==> src/rtl/scan_sched_if.sv <==
// Bundle between the HCI scan registers / correlators and the scan scheduler.
// The scheduler side uses the slave modport; stimulus or upstream logic uses master.
interface scan_sched_if #(
  parameter int CNTW = 16
);
  logic            tslot_p;
  logic [CNTW-1:0] regi_Tpsinterval;
  logic [CNTW-1:0] regi_Tpswindow;
  logic [CNTW-1:0] regi_Tisinterval;
  logic [CNTW-1:0] regi_Tiswindow;
  logic            PageScanEnable;
  logic            InqScanEnable;
  logic            ps_hit;
  logic            is_hit;
  logic            resp_done;
  logic [3:0]      regi_respTO;
  logic            ps_grant;
  logic            is_grant;
  logic            resp_busy;
  logic            respTO;
  logic [2:0]      dbg_state;

  modport master (
    output tslot_p, regi_Tpsinterval, regi_Tpswindow, regi_Tisinterval, regi_Tiswindow,
    output PageScanEnable, InqScanEnable, ps_hit, is_hit, resp_done, regi_respTO,
    input  ps_grant, is_grant, resp_busy, respTO, dbg_state
  );

  modport slave (
    input  tslot_p, regi_Tpsinterval, regi_Tpswindow, regi_Tisinterval, regi_Tiswindow,
    input  PageScanEnable, InqScanEnable, ps_hit, is_hit, resp_done, regi_respTO,
    output ps_grant, is_grant, resp_busy, respTO, dbg_state
  );
endinterface

==> src/rtl/scan_sched.sv <==
// Shares one receive front-end between page scan and inquiry scan windows,
// holding the grant through the response substate after a correlator hit.
module scan_sched #(
  parameter int CNTW = 16
) (
  input  logic         clk_6M,
  input  logic         rst,
  scan_sched_if.slave  bus
);

  typedef enum logic [2:0] {
    ST_IDLE    = 3'd0,
    ST_PS      = 3'd1,
    ST_IS      = 3'd2,
    ST_RESP_PS = 3'd3,
    ST_RESP_IS = 3'd4
  } state_t;

  state_t          r_state;
  logic [CNTW-1:0] r_pscnt;
  logic [CNTW-1:0] r_iscnt;
  logic [3:0]      r_tocnt;
  logic            r_last_is;
  logic            r_seen;
  logic            r_ps_grant;
  logic            r_is_grant;
  logic            r_resp_busy;
  logic            r_resp_to;

  logic            w_ps_req;
  logic            w_is_req;
  logic            w_in_resp;
  logic [3:0]      w_to_lim;
  logic [3:0]      w_to_inc;
  logic            w_to_fire;
  state_t          w_arb;
  state_t          w_next;

  // Slot counters run regardless of scheduler state; interval 0 pins them at 0.
  always_ff @(posedge clk_6M) begin
    if (rst || !bus.PageScanEnable) begin
      r_pscnt <= '0;
    end else if (bus.tslot_p) begin
      if (bus.regi_Tpsinterval == '0 || r_pscnt >= bus.regi_Tpsinterval - CNTW'(1))
        r_pscnt <= '0;
      else
        r_pscnt <= r_pscnt + CNTW'(1);
    end
  end

  always_ff @(posedge clk_6M) begin
    if (rst || !bus.InqScanEnable) begin
      r_iscnt <= '0;
    end else if (bus.tslot_p) begin
      if (bus.regi_Tisinterval == '0 || r_iscnt >= bus.regi_Tisinterval - CNTW'(1))
        r_iscnt <= '0;
      else
        r_iscnt <= r_iscnt + CNTW'(1);
    end
  end

  always_comb begin
    w_ps_req  = bus.PageScanEnable && (r_pscnt < bus.regi_Tpswindow);
    w_is_req  = bus.InqScanEnable && (r_iscnt < bus.regi_Tiswindow);
    w_in_resp = (r_state == ST_RESP_PS) || (r_state == ST_RESP_IS);
    w_to_lim  = (bus.regi_respTO == 4'd0) ? 4'd8 : bus.regi_respTO;
    w_to_inc  = r_tocnt + 4'd1;

    // Owner keeps the front-end while requesting; ties alternate, PS first after reset.
    w_arb = ST_IDLE;
    if (r_state == ST_PS && w_ps_req)
      w_arb = ST_PS;
    else if (r_state == ST_IS && w_is_req)
      w_arb = ST_IS;
    else if (w_ps_req && w_is_req)
      w_arb = (r_seen && !r_last_is) ? ST_IS : ST_PS;
    else if (w_ps_req)
      w_arb = ST_PS;
    else if (w_is_req)
      w_arb = ST_IS;

    w_next    = r_state;
    w_to_fire = 1'b0;
    case (r_state)
      ST_IDLE, ST_PS, ST_IS: begin
        if (r_state == ST_PS && !bus.PageScanEnable)
          w_next = ST_IDLE;
        else if (r_state == ST_IS && !bus.InqScanEnable)
          w_next = ST_IDLE;
        else if (r_state == ST_PS && bus.ps_hit)
          w_next = ST_RESP_PS;
        else if (r_state == ST_IS && bus.is_hit)
          w_next = ST_RESP_IS;
        else if (bus.tslot_p)
          w_next = w_arb;
      end
      ST_RESP_PS, ST_RESP_IS: begin
        if (bus.resp_done) begin
          w_next = ST_IDLE;
        end else if (bus.tslot_p && w_to_inc == w_to_lim) begin
          w_next    = ST_IDLE;
          w_to_fire = 1'b1;
        end
      end
      default: w_next = ST_IDLE;
    endcase
  end

  always_ff @(posedge clk_6M) begin
    if (rst) begin
      r_state     <= ST_IDLE;
      r_tocnt     <= 4'd0;
      r_last_is   <= 1'b0;
      r_seen      <= 1'b0;
      r_ps_grant  <= 1'b0;
      r_is_grant  <= 1'b0;
      r_resp_busy <= 1'b0;
      r_resp_to   <= 1'b0;
    end else begin
      r_state     <= w_next;
      r_ps_grant  <= (w_next == ST_PS) || (w_next == ST_RESP_PS);
      r_is_grant  <= (w_next == ST_IS) || (w_next == ST_RESP_IS);
      r_resp_busy <= (w_next == ST_RESP_PS) || (w_next == ST_RESP_IS);
      r_resp_to   <= w_to_fire;
      if (!w_in_resp)
        r_tocnt <= 4'd0;
      else if (bus.tslot_p)
        r_tocnt <= w_to_inc;
      if (w_next == ST_PS && r_state != ST_PS) begin
        r_last_is <= 1'b0;
        r_seen    <= 1'b1;
      end else if (w_next == ST_IS && r_state != ST_IS) begin
        r_last_is <= 1'b1;
        r_seen    <= 1'b1;
      end
    end
  end

  assign bus.ps_grant  = r_ps_grant;
  assign bus.is_grant  = r_is_grant;
  assign bus.resp_busy = r_resp_busy;
  assign bus.respTO    = r_resp_to;
  assign bus.dbg_state = r_state;

endmodule

==> src/flat_wrapper.sv <==
// flat-port wrapper written by rule: the top's interface ports become plain ports
module scan_sched_flat 
#(
  parameter int CNTW = 16
)
  (clk_6M, rst, bus_tslot_p, bus_regi_Tpsinterval, bus_regi_Tpswindow, bus_regi_Tisinterval, bus_regi_Tiswindow, bus_PageScanEnable, bus_InqScanEnable, bus_ps_hit, bus_is_hit, bus_resp_done, bus_regi_respTO, bus_ps_grant, bus_is_grant, bus_resp_busy, bus_respTO, bus_dbg_state);
  scan_sched_if #(.CNTW(CNTW)) bus_i ();
  input  logic clk_6M;
  input  logic rst;
  input wire logic [$bits(bus_i.tslot_p)-1:0] bus_tslot_p;
  input wire logic [$bits(bus_i.regi_Tpsinterval)-1:0] bus_regi_Tpsinterval;
  input wire logic [$bits(bus_i.regi_Tpswindow)-1:0] bus_regi_Tpswindow;
  input wire logic [$bits(bus_i.regi_Tisinterval)-1:0] bus_regi_Tisinterval;
  input wire logic [$bits(bus_i.regi_Tiswindow)-1:0] bus_regi_Tiswindow;
  input wire logic [$bits(bus_i.PageScanEnable)-1:0] bus_PageScanEnable;
  input wire logic [$bits(bus_i.InqScanEnable)-1:0] bus_InqScanEnable;
  input wire logic [$bits(bus_i.ps_hit)-1:0] bus_ps_hit;
  input wire logic [$bits(bus_i.is_hit)-1:0] bus_is_hit;
  input wire logic [$bits(bus_i.resp_done)-1:0] bus_resp_done;
  input wire logic [$bits(bus_i.regi_respTO)-1:0] bus_regi_respTO;
  output wire logic [$bits(bus_i.ps_grant)-1:0] bus_ps_grant;
  output wire logic [$bits(bus_i.is_grant)-1:0] bus_is_grant;
  output wire logic [$bits(bus_i.resp_busy)-1:0] bus_resp_busy;
  output wire logic [$bits(bus_i.respTO)-1:0] bus_respTO;
  output wire logic [$bits(bus_i.dbg_state)-1:0] bus_dbg_state;
  assign bus_i.tslot_p = bus_tslot_p;
  assign bus_i.regi_Tpsinterval = bus_regi_Tpsinterval;
  assign bus_i.regi_Tpswindow = bus_regi_Tpswindow;
  assign bus_i.regi_Tisinterval = bus_regi_Tisinterval;
  assign bus_i.regi_Tiswindow = bus_regi_Tiswindow;
  assign bus_i.PageScanEnable = bus_PageScanEnable;
  assign bus_i.InqScanEnable = bus_InqScanEnable;
  assign bus_i.ps_hit = bus_ps_hit;
  assign bus_i.is_hit = bus_is_hit;
  assign bus_i.resp_done = bus_resp_done;
  assign bus_i.regi_respTO = bus_regi_respTO;
  assign bus_ps_grant = bus_i.ps_grant;
  assign bus_is_grant = bus_i.is_grant;
  assign bus_resp_busy = bus_i.resp_busy;
  assign bus_respTO = bus_i.respTO;
  assign bus_dbg_state = bus_i.dbg_state;
  scan_sched #(.CNTW(CNTW)) u_core (.clk_6M(clk_6M), .rst(rst), .bus(bus_i));
endmodule
==> config.mk <==
export PLATFORM = sky130hd
export DESIGN_NAME = scan_sched_flat
export DESIGN_NICKNAME = d
export VERILOG_FILES = /design/src/rtl/scan_sched_if.sv /design/src/rtl/scan_sched.sv /design/src/flat_wrapper.sv
export SDC_FILE = /design/constraint.sdc
export NUM_CORES = 1
export LEC_CHECK = 0
export ABC_CLOCK_PERIOD_IN_PS = 4500
export BUFFER_PORTS_ARGS = -buffer_cell sky130_fd_sc_hd__buf_2
export CORE_UTILIZATION = 50
export CTS_BUF_LIST = sky130_fd_sc_hd__clkbuf_4 sky130_fd_sc_hd__clkbuf_8
export DETAILED_ROUTE_END_ITERATION = 12
export PLACE_DENSITY = 0.76
export SETUP_SLACK_MARGIN = 0.5
export SLEW_MARGIN = 25
export SYNTH_ARGS = -nofsm -noshare
export SYNTH_HDL_FRONTEND = slang
export SYNTH_SLANG_ARGS = --single-unit
==> constraint.sdc <==
create_clock -name clk_6M -period 4.5 [get_ports clk_6M]
set_input_delay 0.9 -clock clk_6M [delete_from_list [all_inputs] [get_ports clk_6M]]
set_output_delay 0.9 -clock clk_6M [all_outputs]
set_load 0.02 [all_outputs]
* Word-level counts from Yosys, hierarchy flattened
Cells that the tools add are included.
** Operators by class
- Muxes and demuxes :: 20
- Eq/ne operators :: 11
- Bitwise operators :: 2
- Reduce and logical (&&, ||, !) cells :: 34
- $add $sub $neg :: 5
- Magnitude comparators :: 4
** Operators by type and width (count)
- $mux 3 :: 11
- $add 16x1->16 const B :: 2
- $ge 16x16->1 :: 2
- $logic_not 16->1 :: 2
- $lt 16x16->1 :: 2
- $mux 16 :: 2
- $sub 16x1->16 const B :: 2
- $logic_and 1x1->1 :: 13
- $eq 3x2->1 const B :: 4
- $logic_or 1x1->1 :: 8
- $eq 3x1->1 const B :: 2
- $eq 3x3->1 const B :: 2
- $pmux 3 s2 :: 1
- $reduce_or 2->1 :: 3
- $reduce_or 3->1 :: 2
- $add 4x1->4 const B :: 1
- $eq 4x4->1 :: 1
- $logic_not 4->1 :: 1
- $mux 2 :: 2
- $mux 4 :: 1
- $logic_not 1->1 :: 3
- $logic_not 3->1 :: 1
- $mux 1 :: 3
- $ne 3x1->1 const B :: 1
- 3 further kinds :: 4
** Storage, ports and cells
- Input port bits :: 76
- Flip-flop bits (word level) :: 45

* Logic depth before layout (Yosys ltp)
- Depth after elaboration :: 17
- Mapped depth :: 17

* Least setup slack after synthesis
No wires, ideal clock.
- Kind :: input port to flip-flop
- From :: input port bus_regi_Tpsinterval[0]
- To :: register u_core.r_pscnt[10]
- Stages :: 16
- Buffers on the path :: 1
- Slack :: 0.247 ns
- Arrival time :: 4.183 ns
- Path through :: inv_1 ha_1 or3b_4 nor3_4 nand2b_2 or3_1 or4_4 nor3_2 xnor2_1 ha_1 nor2b_1 o21ai_0 o21ai_0 o41a_1 clkbuf_1 a21oi_1
** On the way
- Cells in the longest elaborated chain, start to end :: 4
- Elaborated cells between the ends (all ways) :: 5
** Ends and longest elaborated chain
- start, declared :: RTL line flat_wrapper.sv:11 : input wire logic [$bits(bus_i.regi_Tpsinterval)-1:0] bus_regi_Tpsinterval;
- $sub 16x1->16 :: RTL line scan_sched.sv:44 : if (bus.regi_Tpsinterval == '0 || r_pscnt >= bus.regi_Tpsinterval - CNTW'(1))
- $ge 16x16->1 :: RTL line scan_sched.sv:44
- $logic_or 1x1->1 * :: RTL line scan_sched.sv:44
- $mux 16 * :: RTL line scan_sched.sv:44
- end signal, assigned :: RTL line scan_sched.sv:47 : r_pscnt <= r_pscnt + CNTW'(1);
- end, declared :: RTL line scan_sched.sv:20 : logic [CNTW-1:0] r_pscnt;
Mark *: on every way between the ends. The rest lies on a longest branch, timed or not.
A chain may end at the register's enable or synchronous reset.

* Final worst setup path
- From :: input port bus_regi_Tpsinterval[0]
- To :: register u_core.r_pscnt[7]
Same word-level chain as after synthesis.

==> flow_metrics.py <==
metrics = {
    "run_status": {
        "status": "complete, no violations",
    },
    "pwr": {
        "internal-power_mw": 0.735,
        "powerDensity_nw_per_um2": 196,
        "swShare_pct": 27.8,
        "switchingPower_mw": 0.282,
        "total_power_mw": 1.02,
        "ir_worst_vdd_mv": 0.116,
        "p_leak_nw": 2.44,
        "p_comb_share_pct": 22.7,
        "seqPwrFrac_pct": 41.6,
        "p_clk_share_pct": 35.8,
    },
    "floorplanning": {
        "fp-row-count": 33,
        "ios": 83,
        "die_w_um": 94.8,
        "core_um2": 8260,
        "die-area_um2": 8990,
        "start_util_pct": 52.1,
        "die_h_um": 94.8,
    },
    "synthesis": {
        "synth_cells": 544,
        "yosys_warnings": 0,
        "synth-seq-area-share_pct": 20.9,
        "synth_top_cell_area_share_pct": 20.9,
        "synth_cell_types": 58,
        "synth_edf_count": 0,
        "post-synth-top-area-cell": "dfxtp_1",
        "async_reset_ff_share_pct": 0,
        "synth_flop_cell": "dfxtp_1",
        "synthesis.area_um2": 4310,
        "syn-num-nets": 687,
        "yosys_register_bits": 45,
        "yosys-top-cells-area": "dfxtp_1, ha_1, xnor2_1",
        "syn_area_per_cell_um2": 7.91,
    },
    "place": {
        "port_buffers": 82,
        "dpl.cell_count": 721,
        "post_dp_cell_area_um2": 4840,
        "dp_hpwl_um": 7740,
        "gp_congestion": 0.841,
    },
    "setup_path": {
        "rrSetupSlack_ns": 1.97,
        "worstReg2RegStart": "u_core.r_iscnt[9]",
        "cp_max_fo": 7,
        "critical_path.startpoint": "bus_regi_Tpsinterval[0]",
        "worstSetupPathType": "primary input to register",
        "rr_worst_depth": 8,
        "timing.rr.end": "u_core.bus.is_grant",
        "crit_arrival_ns": 4.24,
        "crit_required_ns": 4.73,
        "end_kind": "register",
        "start_kind": "primary input",
        "worstSetupEndpoint": "u_core.r_pscnt[7]",
    },
    "timing": {
        "final.period_utilization_pct": 89.1,
        "setup_viol": 0,
        "timing.slew.headroom_pct": 28.6,
        "fin_hold_ws_ns": 0.552,
        "slew_viol_final": 0,
        "min_period_ns": 4.01,
        "fmax_mhz": 249,
        "hold_viol": 0,
        "skew_ns": 0.0103,
        "setup_tns_ns": 0,
        "rsz0062_at_grt": "true",
        "worstMarginPinSlew_ns": 1.07,
    },
    "global_route": {
        "overflow": 0,
        "grt_start_max_net_pins": 40,
        "track_usage_pct": 23.0,
        "antenna_found_initial": 0,
        "grt_pass1_wl_um": 16600,
        "grt_pass1_vias": 3740,
    },
    "clock_network": {
        "clk_pin_slew_ns": 0.09,
        "cts_buffer_depth": 2,
        "h-tree-depth": 2,
        "cts_tree": "yes",
        "cts_buffers": 5,
        "cts_root_buffer": "clkbuf_8",
        "clkLatencyLatePin_ns": 0.31,
        "cts_sinks": 45,
    },
    "finish": {
        "antennaDiodeCount": 0,
        "syn_to_final_growth_pct": 20.8,
        "fin_cells": 735,
        "final_cell_mix": "buf_2, ha_1, nand2_1, xnor2_1, dfxtp_1",
        "fin_nets": 772,
        "fill_cells": 712,
        "layout-drive-gt1-share_pct": 21.7,
        "finalInstanceArea_um2": 5200,
        "final_common_cell": "buf_2",
    },
    "drt": {
        "avgViaCountPerCell": 5.57,
        "routed_wl_um": 10200,
        "num_vias": 4093,
        "drtIter0Drc": 216,
        "drtAntennaViolNets": 0,
        "wl_per_cell_um": 13.9,
        "firstDrtPassIters": 4,
        "drc_errors": 0,
    },
    "hold_path": {
        "hp-class": "register to register",
    },
    "job": {
        "maxCapViolCount": 0,
    },
}
==> final cells by class <==
cell class	count	area (um2)	share of cell area, %
inverters	44	180	3.46
flip-flops and latches	45	901	17.3
clock buffers	5	68.8	1.32
multi-input cells	444	3350	64.5
repair buffers	89	500	9.62
clock inverters	3	65.1	1.25
well taps	105	131	2.53
==> worst max-delay path: stages <==
cell      delay, ns
buf_12         0.11
inv_12         0.04
ha_4           0.12
or3b_4         0.39
nor3_4         0.18
nand2b_4       0.07
or3_4          0.33
or4_4          0.45
nor3_4         0.13
xnor2_1        0.13
ha_1           0.26
nor2b_4        0.13
o21ai_2        0.15
o21ai_4        0.10
nor4_2         0.25
o21ai_1        0.15
buf_4          0.20
a21oi_2        0.13
==> how the worst min path moves through the flow <==
stage / startpoint / end / slack [ns] / depth (start not counted)
6_report: u_core.r_pscnt[0] / u_core.r_pscnt[0] / 0.55 / 2
5_1_grt: u_core.r_pscnt[0] / u_core.r_pscnt[0] / 0.59 / 2
4_1_cts: u_core.r_pscnt[0] / u_core.r_pscnt[0] / 0.56 / 2
3_5_place_dp: u_core.r_seen / u_core.r_seen / 0.55 / 2
3_3_place_gp: u_core.r_pscnt[0] / u_core.r_pscnt[0] / 0.53 / 2
2_1_floorplan: u_core.r_pscnt[0] / u_core.r_pscnt[0] / 0.49 / 2
==> what timing repair did <==
action                                  4_1_cts  5_1_grt
gates cloned                                  1        1
endpoints found under the setup margin       14       32
pin swaps                                     2        3
buffers inserted                              1        3
gates resized for setup                       4       36
hold buffers                                  0        0
==> state kept, by name, indices dropped and copies added (netlist names) <==
name	count
u_core.r_pscnt	16
u_core.r_iscnt	16
u_core.bus.dbg_state	3
u_core.bus.is_grant	1
u_core.bus.resp_busy	1
u_core.bus.respTO	1
u_core.r_last_is	1
u_core.r_seen	1
u_core.r_tocnt	4
u_core.bus.ps_grant	1
==> power groups by stage <==
stage	registers (mW)	clock network, mW	logic [mW]
after CTS	0.422	0.366	0.225
after floorplan	0.433	0	0.140
after global placement	0.431	0	0.216
after global routing	0.424	0.385	0.259
final	0.423	0.364	0.231
after detailed placement	0.431	0	0.222
==> through the flow <==
stage | utilization, % | worst slack (ns)
global route | 63.0 | 0.339
floorplan | - | 0.465
CTS | 60.8 | 0.495
global placement | 58.7 | 0.129
detailed placement | 58.7 | 0.0562
finish | 63.0 | 0.491
==> synth_stat cells, types with 2 or more instances <==
cell,count
nand2_1,61
nor2b_1,9
or4_4,2
a21oi_1,50
and4_1,5
a211oi_1,6
a31o_2,2
nor4_1,9
a31oi_1,3
or3_1,3
and3_1,11
dfxtp_1,45
clkbuf_1,10
nand4_1,14
nand2b_1,7
nor3_1,13
xor2_1,18
o21bai_1,2
nand3_1,18
ha_1,67
o221ai_1,2
o31ai_1,2
o21a_1,7
nor2_1,27
inv_1,44
o211ai_1,2
a21o_1,11
o211a_1,2
o2bb2ai_1,2
xnor2_1,45
o21ai_0,18
==> layer usage <==
layer / global-route usage [%] / up-vias / share of wire (%)
met2: 36.2 / 106 / 45
met4: 6.19 / 0 / 1.4
li1: - / 2118 / -
met5: 0 / - / 0
met3: 3.22 / 11 / 4.2
met1: 32.7 / 1858 / 50
==> cells by family (layout without fill, tap and decap cells) <==
group | after synthesis | after routing | share of synthesized area (%)
AOI/OAI and AO/OA | 121 | 122 | 18.2
and+or+nand+nor | 191 | 191 | 23.4
DFF | 45 | 45 | 20.9
muxes | 1 | 1 | 0.232
buffers and inverters | 56 | 141 | 5.00
adders and majority gates | 67 | 67 | 19.5
xor gates and xnor gates | 63 | 63 | 12.8
No activity file was read; power rests on OpenSTA's default activity.
